[config.mk]
export PLATFORM = sky130hd
export DESIGN_NAME = machine_timer_flat
export DESIGN_NICKNAME = d
export VERILOG_FILES = /design/src/rtl/machine_timer_pkg.sv /design/src/rtl/machine_timer_if.sv /design/src/rtl/machine_timer_tick_prescaler.sv /design/src/rtl/machine_timer.sv /design/src/flat_wrapper.sv
export SDC_FILE = /design/constraint.sdc
export NUM_CORES = 1
export LEC_CHECK = 0
export ABC_AREA = 1
export ABC_CLOCK_PERIOD_IN_PS = 2100
export CORE_ASPECT_RATIO = 0.7
export CORE_MARGIN = 2
export CORE_UTILIZATION = 55
export CTS_BUF_LIST = sky130_fd_sc_hd__clkbuf_2
export DETAILED_ROUTE_END_ITERATION = 7
export PLACE_DENSITY = 0.82
export SLEW_MARGIN = 20
export SYNTH_ARGS = -nofsm -noshare
export SYNTH_HDL_FRONTEND = slang
export SYNTH_SLANG_ARGS = --single-unit
[constraint.sdc]
create_clock -name clock -period 2.1 [get_ports clock]
set_input_delay 0.63 -clock clock [delete_from_list [all_inputs] [get_ports clock]]
set_output_delay 0.63 -clock clock [all_outputs]
set_load 0.02 [all_outputs]
[src/rtl/machine_timer_pkg.sv]
// Shared constants and types for the RISC-V machine timer: word offsets,
// timer width and the comparator reset value.
package machine_timer_pkg;

    localparam int TIMER_WIDTH = 64;

    typedef logic [TIMER_WIDTH-1:0] timer_t;

    // Word select taken from address[3:2].
    typedef enum logic [1:0] {
        TIMER_MTIME_LO    = 2'd0,
        TIMER_MTIME_HI    = 2'd1,
        TIMER_MTIMECMP_LO = 2'd2,
        TIMER_MTIMECMP_HI = 2'd3
    } timer_word_e;

    localparam timer_t MTIMECMP_RESET = '1;

    function automatic timer_word_e word_sel(input logic [1:0] word_bits);
        return timer_word_e'(word_bits);
    endfunction

endpackage

[src/rtl/machine_timer_if.sv]
// Single-cycle bus port of the machine timer; the core's load/store path is
// the master, the timer is the slave.
interface machine_timer_if;
    logic        request;
    logic        write_enable;
    logic [3:0]  address;
    logic [31:0] write_value;
    logic [31:0] read_value;
    logic        response_valid;

    modport master (
        output request, write_enable, address, write_value,
        input  read_value, response_valid
    );

    modport slave (
        input  request, write_enable, address, write_value,
        output read_value, response_valid
    );
endinterface

[src/rtl/machine_timer_tick_prescaler.sv]
// Divides the clock down to the mtime increment rate: tick is high on the
// last count of every TICK_DIVIDER-cycle period.
module tick_prescaler #(
    parameter int TICK_DIVIDER = 1
) (
    input  logic clock,
    input  logic reset,
    output logic tick
);

    generate
        if (TICK_DIVIDER <= 1) begin : g_bypass
            // No state to keep; clock and reset are intentionally left unused.
            logic unused_inputs;
            assign unused_inputs = clock ^ reset;
            assign tick = 1'b1;
        end else begin : g_count
            localparam int CW = $clog2(TICK_DIVIDER);
            localparam logic [CW-1:0] LAST = CW'(TICK_DIVIDER - 1);

            logic [CW-1:0] count_q, count_d;

            always_comb begin
                count_d = count_q + CW'(1);
                if (count_q == LAST) begin
                    count_d = '0;
                end
            end

            always_ff @(posedge clock) begin
                if (reset) begin
                    count_q <= '0;
                end else begin
                    count_q <= count_d;
                end
            end

            assign tick = (count_q == LAST);
        end
    endgenerate

endmodule

[src/rtl/machine_timer.sv]
// RISC-V machine timer: free-running 64-bit mtime, 64-bit mtimecmp and a
// registered MTIP level, accessed as 32-bit words over a one-cycle bus.
module machine_timer
    import machine_timer_pkg::*;
#(
    parameter int TICK_DIVIDER = 1
) (
    input  logic              clock,
    input  logic              reset,
    machine_timer_if.slave    bus,
    output logic              timer_interrupt
);

    timer_t      mtime_q, mtime_d;
    timer_t      mtimecmp_q, mtimecmp_d;
    logic [31:0] read_value_q, read_value_d;
    logic        response_valid_q, response_valid_d;
    logic        timer_interrupt_q, timer_interrupt_d;

    logic        tick;
    logic        write_strobe;
    timer_word_e sel;
    logic [1:0]  unused_byte_lane;

    tick_prescaler #(
        .TICK_DIVIDER(TICK_DIVIDER)
    ) u_prescaler (
        .clock(clock),
        .reset(reset),
        .tick (tick)
    );

    assign sel              = word_sel(bus.address[3:2]);
    assign unused_byte_lane = bus.address[1:0];
    assign write_strobe     = bus.request & bus.write_enable;

    // NOTE: every signal gets a default at the top of always_comb so that no
    // path leaves it unassigned, which would otherwise infer a latch.
    always_comb begin
        mtime_d           = tick ? mtime_q + timer_t'(1) : mtime_q;
        mtimecmp_d        = mtimecmp_q;
        read_value_d      = read_value_q;
        response_valid_d  = bus.request;
        timer_interrupt_d = (mtime_q >= mtimecmp_q);

        // Reads and write responses both return the pre-edge contents.
        if (bus.request) begin
            case (sel)
                TIMER_MTIME_LO:    read_value_d = mtime_q[31:0];
                TIMER_MTIME_HI:    read_value_d = mtime_q[63:32];
                TIMER_MTIMECMP_LO: read_value_d = mtimecmp_q[31:0];
                TIMER_MTIMECMP_HI: read_value_d = mtimecmp_q[63:32];
            endcase
        end

        // A write to either mtime half replaces the increment; no carry crosses halves.
        if (write_strobe) begin
            case (sel)
                TIMER_MTIME_LO:    mtime_d    = {mtime_q[63:32], bus.write_value};
                TIMER_MTIME_HI:    mtime_d    = {bus.write_value, mtime_q[31:0]};
                TIMER_MTIMECMP_LO: mtimecmp_d = {mtimecmp_q[63:32], bus.write_value};
                TIMER_MTIMECMP_HI: mtimecmp_d = {bus.write_value, mtimecmp_q[31:0]};
            endcase
        end
    end

    // NOTE: state registers use non-blocking assignments so every flop samples
    // the pre-edge values regardless of statement order.
    always_ff @(posedge clock) begin
        if (reset) begin
            mtime_q           <= '0;
            mtimecmp_q        <= MTIMECMP_RESET;
            read_value_q      <= '0;
            response_valid_q  <= 1'b0;
            timer_interrupt_q <= 1'b0;
        end else begin
            mtime_q           <= mtime_d;
            mtimecmp_q        <= mtimecmp_d;
            read_value_q      <= read_value_d;
            response_valid_q  <= response_valid_d;
            timer_interrupt_q <= timer_interrupt_d;
        end
    end

    assign bus.read_value     = read_value_q;
    assign bus.response_valid = response_valid_q;
    assign timer_interrupt    = timer_interrupt_q;

endmodule

[src/flat_wrapper.sv]
// flat-port wrapper written by rule: the top's interface ports become plain ports
module machine_timer_flat import machine_timer_pkg::*;
#(
    parameter int TICK_DIVIDER = 1
)
  (clock, reset, timer_interrupt, bus_request, bus_write_enable, bus_address, bus_write_value, bus_read_value, bus_response_valid);
  machine_timer_if bus_i ();
  input  logic clock;
  input  logic reset;
  output logic timer_interrupt;
  input wire logic [$bits(bus_i.request)-1:0] bus_request;
  input wire logic [$bits(bus_i.write_enable)-1:0] bus_write_enable;
  input wire logic [$bits(bus_i.address)-1:0] bus_address;
  input wire logic [$bits(bus_i.write_value)-1:0] bus_write_value;
  output wire logic [$bits(bus_i.read_value)-1:0] bus_read_value;
  output wire logic [$bits(bus_i.response_valid)-1:0] bus_response_valid;
  assign bus_i.request = bus_request;
  assign bus_i.write_enable = bus_write_enable;
  assign bus_i.address = bus_address;
  assign bus_i.write_value = bus_write_value;
  assign bus_read_value = bus_i.read_value;
  assign bus_response_valid = bus_i.response_valid;
  machine_timer #(.TICK_DIVIDER(TICK_DIVIDER)) u_core (.clock(clock), .reset(reset), .bus(bus_i), .timer_interrupt(timer_interrupt));
endmodule
== Word level (Yosys, flattened, before mapping) ==
Index checks and enable logic that the tools add are counted.

* Register bits after elaboration: 162
* Bits of input ports: 40
* Output and inout port bits: 34
* Word-level logic and storage cells: 24

* Add/sub/neg operators: 1
* Order comparisons: 1
* Eq/ne operators: 5
* Mux-type cells: 4
* Bitwise operators: 3
* Reduce and logical (&&, ||, !) cells: 3

{| class="wikitable"
|+ Operator list
! kind !! number
|-
| $pmux 64 s2 || 2
|-
| $pmux 32 s4 || 1
|-
| $add 64x1->64 const B || 1
|-
| $ge 64x64->1 || 1
|-
| $mux 64 || 1
|-
| $reduce_and 3->1 || 2
|-
| $eq 2x2->1 const B || 2
|-
| $ne 2x2->1 const B || 2
|-
| $eq 2x1->1 const B || 1
|-
| $logic_not 2->1 || 1
|-
| $not 1->1 || 2
|-
| $and 1x1->1 || 1
|}

== Depth between registers and ports, before layout ==
Gate-level depths: netlist of run 1.

* Depth after elaboration: 3
* Mapped depth: 17
* Depth with buffers taken out: 17

== Cells and area by module ==
Synthesis of run 1 repeated with hierarchy kept, for this count alone.

* Cells, all modules: 1,522
* Area, all modules: 10,222.3 um2

{| class="wikitable"
|+ By module, submodules not included
! module !! times used !! cells each !! area each (um2) !! seq. area each (um2)
|-
| machine_timer || 1 || 1,520 || 10,211.0 || 3,243.1
|-
| tick_prescaler || 1 || 2 || 11.3 || 0.0
|}

== Worst setup path before layout of run 1 ==
Ideal clock, no wire load.

* Kind: in2reg
* Start point: in bus_address[3]
* End point: reg u_core.mtime_q[1]
* Library setup time: 57 ps
* Arrival time: 1,734 ps
* Data required time: 2,043 ps
* Slack: 309 ps
* Stages on the path: 10
* Buffers on the path: 3
* Cells stage by stage: buf_2 > nor2_4 > inv_2 > nor2_4 > inv_2 > buf_2 > buf_2 > o211ai_1 > nand2_1 > inv_1

* Cells in the longest elaborated chain, start to end: 3
* Elaborated cells between the ends (all ways): 5
* Those cells by class: eq/ne (2); mux (2); reduce/logical (1)

{| class="wikitable"
|+ Ends and longest elaborated chain
! element !! RTL line !! source
|-
| start: declaration || flat_wrapper.sv:13 || <nowiki>input wire logic [$bits(bus_i.address)-1:0] bus_address;</nowiki>
|-
| $eq 2x1->1 / $logic_not 2->1 (equally long branches) || machine_timer.sv:58 || <nowiki>case (sel)</nowiki>
|-
| $pmux 64 s2 || machine_timer.sv:58 ||
|-
| $mux 64 || machine_timer.sv:57 || <nowiki>if (write_strobe) begin</nowiki>
|-
| end signal: assignment || machine_timer.sv:77 || <nowiki>mtime_q <= mtime_d;</nowiki>
|-
| end: declaration || machine_timer.sv:14 || <nowiki>timer_t mtime_q, mtime_d;</nowiki>
|}

Parallel ways exist; a longest one is shown, timed or not.
A chain may end at the register's enable or synchronous reset.

== Worst setup path in the final report of run 1 ==
* Start point: reg u_core.read_value_q[8], in the netlist u_core.bus.read_value[8]
* End point: out bus_read_value[8]

{| class="wikitable"
|+ RTL lines
! element !! RTL line !! source
|-
| start: declaration || machine_timer.sv:16 || <nowiki>logic [31:0] read_value_q, read_value_d;</nowiki>
|-
| start signal: assignment || machine_timer.sv:79 || <nowiki>read_value_q <= read_value_d;</nowiki>
|-
| end: declaration || flat_wrapper.sv:15 || <nowiki>output wire logic [$bits(bus_i.read_value)-1:0] bus_read_value;</nowiki>
|}

No word-level cell between the ends.

==> flow_summary.toml, run 1 <==
[sta]
worst_slew_pin_slew_ns = 0.619
finalCritPeriodShare_pct = 96.8
setup_slack_ns = 0.0673
slew_viol_final = 0
post-route-min-period_ns = 2.03
slew_headroom_pct = 58.7
finalClockSkew_ns = 0.0439
setup_violations = 0
hold_violations = 0
fmaxAchievable_mhz = 492

[critical_path]
crit_family = "flip-flops"
max_stage_delay_ns = 0.39
critPathKind = "register to output pin"
path_cells = "clkdlybuf4s15_2"
slowest_stage = "dfxtp_2"
cp_max_fo = 2
crit_buf_inv = 1
worst_ep_required_time_ns = 1.47
start_kind = "register"
cp.arrival_ns = 1.40
cp-end-kind = "output pin"

[clock_network]
path_clk_slew_ns = 0.26
clk-insertion-delay-late_ns = 0.78
clock-sinks = 162
cts_made_buffers = 17
holdBufCountCts = 0
cts_tree = "yes"
clockBufferDepth = 2
clockRootBuffer = "clkbuf_2"
cts_max_level = 4

[route]
routed_wl_um = 38400
firstDrtPassIters = 8
viasPerCell = 5.99
dr_wl_met3_um = 4270
topRoutingLayerUsed = "met4"
drcViolationCount = 3
wl_per_cell_um = 19.8
route.met2.wl_um = 16000
ant_nets = 0
via_count = 11600
dr.first_iter.drc_count = 1297
met1_length_um = 17100

[cells_and_area]
final_cell_mix = "nand2_1, inv_1, a21oi_1"
n_antenna_cell = 0
final_area_um2 = 12500
nets = 1791
drive_gt1_share_pct = 18.3
syn_to_final_growth_pct = 20.3
final_util_pct = 66.9
final_common_cell = "nand2_1"

[die]
dieArea_um2 = 20100
start_util_pct = 55.6
core_um2 = 18700
ios = 74
rows = 42
die_w_um = 168
die_y_um = 119

[place]
detailed_place.area_um2 = 12200
post-place-ws_ns = -0.252
dp_hpwl_um = 29800
portBuffers = 71
gp_congestion = 1.03

[logic_synthesis]
ys.flop_type = "dfxtp_1"
synth_nets = 1651
async_flop_share_pct = 0
synth_seq_cells = 162
syn_inst = 1546
ys.warnings.count = 0
ys_seq_area_share_pct = 31.2
syn_area_per_cell_um2 = 6.73
synth-edff-count = 0
yosysUniqueCellTypes = 49
netlist_area_um2 = 10400

[global_routing]
grt_pass1_wl_um = 60100
grt_max_degree = 107
track_usage_pct = 38.7
overflow = 0
grt_pass1_vias = 10800
antenna_found_initial = 0

[pwr]
irDropWorstVdd_uv = 404
leakagePower_nw = 5.90
power_w = 0.00612
p_per_area_nw_per_um2 = 489

[status]
violations = "DRC"
run_status = "finished, violations left"

[flow_run]
cap_viol_max_count = 0

[worst_hold_path]
hold_class = "primary input to register"
-- metrics by stage --
step | instances | setup TNS [ns] | hold slack, ns
floorplan | 1546 | 0 | 0.471
global placement | 1904 | -17.74 | 0.462
detailed placement | 1904 | -22.38 | 0.469
CTS | 1937 | 0 | 0.351
global route | 1941 | -0.0166 | 0.327
finish | 1941 | 0 | 0.397
-- report_power, final --
part           internal [W]  total (W)  switching (W)
Sequential          0.00322    0.00331      0.0000906
Combinational      0.000427    0.00110       0.000670
Clock              0.000454    0.00171        0.00125
-- flip-flops by register name (all words and copies together) (netlist names) --
name,cells
u_core.bus.read_value,32
u_core.bus.response_valid,1
u_core.mtime_q,64
u_core.mtimecmp_q,64
u_core.timer_interrupt,1
-- kinds of logic (layout without fill, tap and decap cells) --
| logic type | after synthesis | after routing | share of synthesized area, % |
|---|---|---|---|
| flip-flops | 162 | 162 | 31.2 |
| XOR/XNOR | 25 | 25 | 2.10 |
| AO/OA/AOI/OAI | 438 | 438 | 23.7 |
| adder cells (fa/ha/maj) | 65 | 65 | 7.82 |
| AND/OR/NAND/NOR | 558 | 558 | 24.3 |
| buffers and inverters | 298 | 451 | 10.9 |
-- path summary, 6_finish.rpt --
path | from | to | slack (ns) | cells after the start
hold reg to reg | u_core.bus.read_value[25]$_SDFFE_PP0P_ | u_core.bus.read_value[25]$_SDFFE_PP0P_ | 0.50 | 2
hold / removal | reset | u_core.mtime_q[20]$_SDFFE_PP0P_ | 0.40 | 3
setup reg to reg | u_core.mtimecmp_q[21]$_SDFFE_PP1P_ | u_core.timer_interrupt$_SDFF_PP0_ | 0.09 | 12
setup / recovery | u_core.bus.read_value[8]$_SDFFE_PP0P_ | bus_read_value[8] | 0.07 | 1
-- synth_stat cells, types with 2 or more instances --
master     number  area [um2]
nand2_1       277        1040
a21oi_2         2        17.5
nand3_2         2        20.0
o21ai_0       135         676
nand2_4         2        22.5
inv_1         216         811
dfxtp_1       162        3240
o21bai_1        2        15.0
nand2_2         4        25.0
nand3_4         3        52.6
nor2_1        130         488
nor3_4          2        32.5
o21ai_1         6        30.0
nor2_2          8        50.1
buf_2          14        70.1
xor2_1         24         210
nand3_1        60         300
inv_2          14        52.6
nor4_1          2        12.5
a31oi_1        10        62.6
a221oi_1       10        87.6
o22ai_1        43         269
o211ai_1       45         338
nor3_2          9        90.1
o2111ai_1       2        17.5
nor2_4          6        67.6
and3b_1         2        17.5
clkbuf_1       47         176
nor3_1         21         105
nor3b_1         2        15.0
o21a_1          3        22.5
ha_1           65         813
nand4_1        23         144
a21oi_1       172         861
buf_1           7        26.3
-- final cells by class --
type                       instances  area, um2
clock inverter                    13        126
clock buffer                      19       95.1
tap                              242        303
fill                            1687       6190
multi-input combinational       1086       6140
inverter                         230        863
sequential                       162       3310
timing repair buffer             189       1680
-- repair_timing --
action                     4_1_cts  5_1_grt
pin swaps                        0        5
setup endpoints to repair       34       60
buffers inserted                 1        4
gates resized for setup        112       87
-- metal layers --
layer / vias up / GRT usage [%]
met4: 0 / 11.3
li1: 5463 / -
met2: 705 / 57.2
met1: 5377 / 56.4
met5: - / 0
met3: 75 / 8.18
Power figures use the tool's default switching activity.
==> run 2: changes to the inputs <==
--- a/config.mk
+++ b/config.mk
@@ -12,7 +12,7 @@
 export CORE_UTILIZATION = 55
 export CTS_BUF_LIST = sky130_fd_sc_hd__clkbuf_2
 export DETAILED_ROUTE_END_ITERATION = 7
-export PLACE_DENSITY = 0.82
+export PLACE_DENSITY = 0.75
 export SLEW_MARGIN = 20
 export SYNTH_ARGS = -nofsm -noshare
 export SYNTH_HDL_FRONTEND = slang
==> flow_summary.toml, run 2 (synthesis gave the netlist of run 1 again) <==
[status]
run_status = "finished, final reports clean"

[sta]
finalClockSkew_ns = 0.0566
post-route-min-period_ns = 2.07
rsz0062_at_grt = "true"
finalCritPeriodShare_pct = 98.8
slew_viol_final = 0
fmaxAchievable_mhz = 482
setup_violations = 0
worst_slew_pin_slew_ns = 0.575
hold_slack_ns = 0.274
hold_violations = 0
slew_headroom_pct = 61.6

[cells_and_area]
drive_gt1_share_pct = 17.2
final_cell_mix = "nand2_1, inv_1, a21oi_1"
nets = 1785
final_common_cell = "nand2_1"
final_util_pct = 66.3
syn_to_final_growth_pct = 19.3
n_fill_cell = 1721

[critical_path]
start_kind = "register"
cp-end-kind = "register"
worst_ep_required_time_ns = 2.86
cp-startpoint = "u_core.mtimecmp_q[22]$_SDFFE_PP1P_"
cp_max_fo = 3
rr_worst_depth = 11
cp.arrival_ns = 2.84
r2r-end = "u_core.timer_interrupt$_SDFF_PP0_"
crit_end = "u_core.timer_interrupt$_SDFF_PP0_"
r2r_start = "u_core.mtimecmp_q[22]$_SDFFE_PP1P_"
critPathKind = "register to register"
rrSetupSlack_ns = 0.03

[global_routing]
track_usage_pct = 37.3
antenna_found_initial = 1
grt_pass1_vias = 10300
overflow = 0
grt_max_degree = 107
grt_pass1_wl_um = 57400

[clock_network]
clk-insertion-delay-late_ns = 0.84
cts_made_buffers = 17
clockBufferDepth = 2
cts_max_level = 4
path_clk_slew_ns = 0.27
clockRootBuffer = "clkbuf_2"
cts_tree = "yes"
clock-sinks = 162

[die]
start_util_pct = 55.6
ios = 74
die_y_um = 119
dieArea_um2 = 20100
core_um2 = 18700
rows = 42
die_w_um = 168

[route]
ant_nets = 0
routed_wl_um = 37300
viasPerCell = 5.89
via_count = 11400
firstDrtPassIters = 6
wl_per_cell_um = 19.3
dr.first_iter.drc_count = 1322
drcViolationCount = 0

[pwr]
irDropWorstVdd_uv = 435
p_per_area_nw_per_um2 = 504
leakagePower_nw = 5.92

[place]
dp_hpwl_um = 28700
portBuffers = 71
gp_congestion = 0.993

[worst_hold_path]
hold_class = "primary input to register"

[flow_run]
cap_viol_max_count = 0
==> run 2: layout make-up <==
class                      count  area, um2  share of cell area [%]
clock inverter                12        140                    1.13
sequential                   162       3300                    26.6
antenna                        1       2.50                  0.0202
clock buffer                  20        100                   0.806
inverter                     230        863                    6.96
multi-input combinational   1086       6110                    49.2
timing repair buffer         183       1600                    12.9
tap                          242        303                    2.44
==> run 2: worst max-delay path, stage by stage, from the launching register on <==
cell and delay, ns:
dfxtp_1 0.37, inv_1 0.06, ha_1 0.27, nand2_1 0.08, nor2_1 0.17, nand4_1 0.33, nor2_2 0.29, and3b_1 0.19
nand2_1 0.05, nand3_1 0.08, nand2_1 0.06, inv_1 0.05
==> run 2: what timing repair did <==
item                                    in CTS  in global routing
hold buffers                                 0                  0
endpoints found under the setup margin      35                 25
setup buffers                                0                  2
resized for setup                          160                 34
pin swaps                                    0                  1
==> run 2: per-stage QoR <==
stage          setup TNS [ns]  cell area, um2  worst slack, ns  std cells  power (W)
2_1_floorplan               0           10400            0.309       1546    0.00394
3_3_place_gp           -13.59           12200           -0.168       1901    0.00443
3_5_place_dp           -20.45           12200           -0.228       1901    0.00446
4_1_cts                     0           12400          0.00671       1933    0.00623
5_1_grt               -0.0499           12400          -0.0246       1936    0.00648
6_report                    0           12400           0.0257       1936    0.00625
==> run 2: layer usage <==
metal / part of all wire (%) / vias up / GRT usage, % / wire length, um
met4: 2.2 / 0 / 10.6 / 825
met5: 0 / - / 0 / 0
met3: 12 / 67 / 11.2 / 4550
met2: 40 / 635 / 53.2 / 15100
li1: - / 5452 / - / -
met1: 45 / 5257 / 54.1 / 16800
==> run 2: power by group <==
group | total [W] | internal (W) | leakage, nW | switching (W)
combinational | 0.00109 | 0.000425 | 4.43 | 0.000665
clock | 0.00185 | 0.000661 | 0.146 | 0.00119
sequential | 0.00331 | 0.00322 | 1.34 | 0.0000895
==> run 2: how the worst min path moves through the flow <==
stage / startpoint / to / cells after the start
floorplan: u_core.mtimecmp_q[0]$_SDFFE_PP1P_ / u_core.mtimecmp_q[0]$_SDFFE_PP1P_ / 2
global placement: u_core.bus.read_value[28]$_SDFFE_PP0P_ / u_core.bus.read_value[28]$_SDFFE_PP0P_ / 2
detailed placement: u_core.bus.read_value[7]$_SDFFE_PP0P_ / u_core.bus.read_value[7]$_SDFFE_PP0P_ / 2
CTS: reset / u_core.mtime_q[54]$_SDFFE_PP0P_ / 4
global route: reset / u_core.mtime_q[54]$_SDFFE_PP0P_ / 4
finish: reset / u_core.mtime_q[54]$_SDFFE_PP0P_ / 4
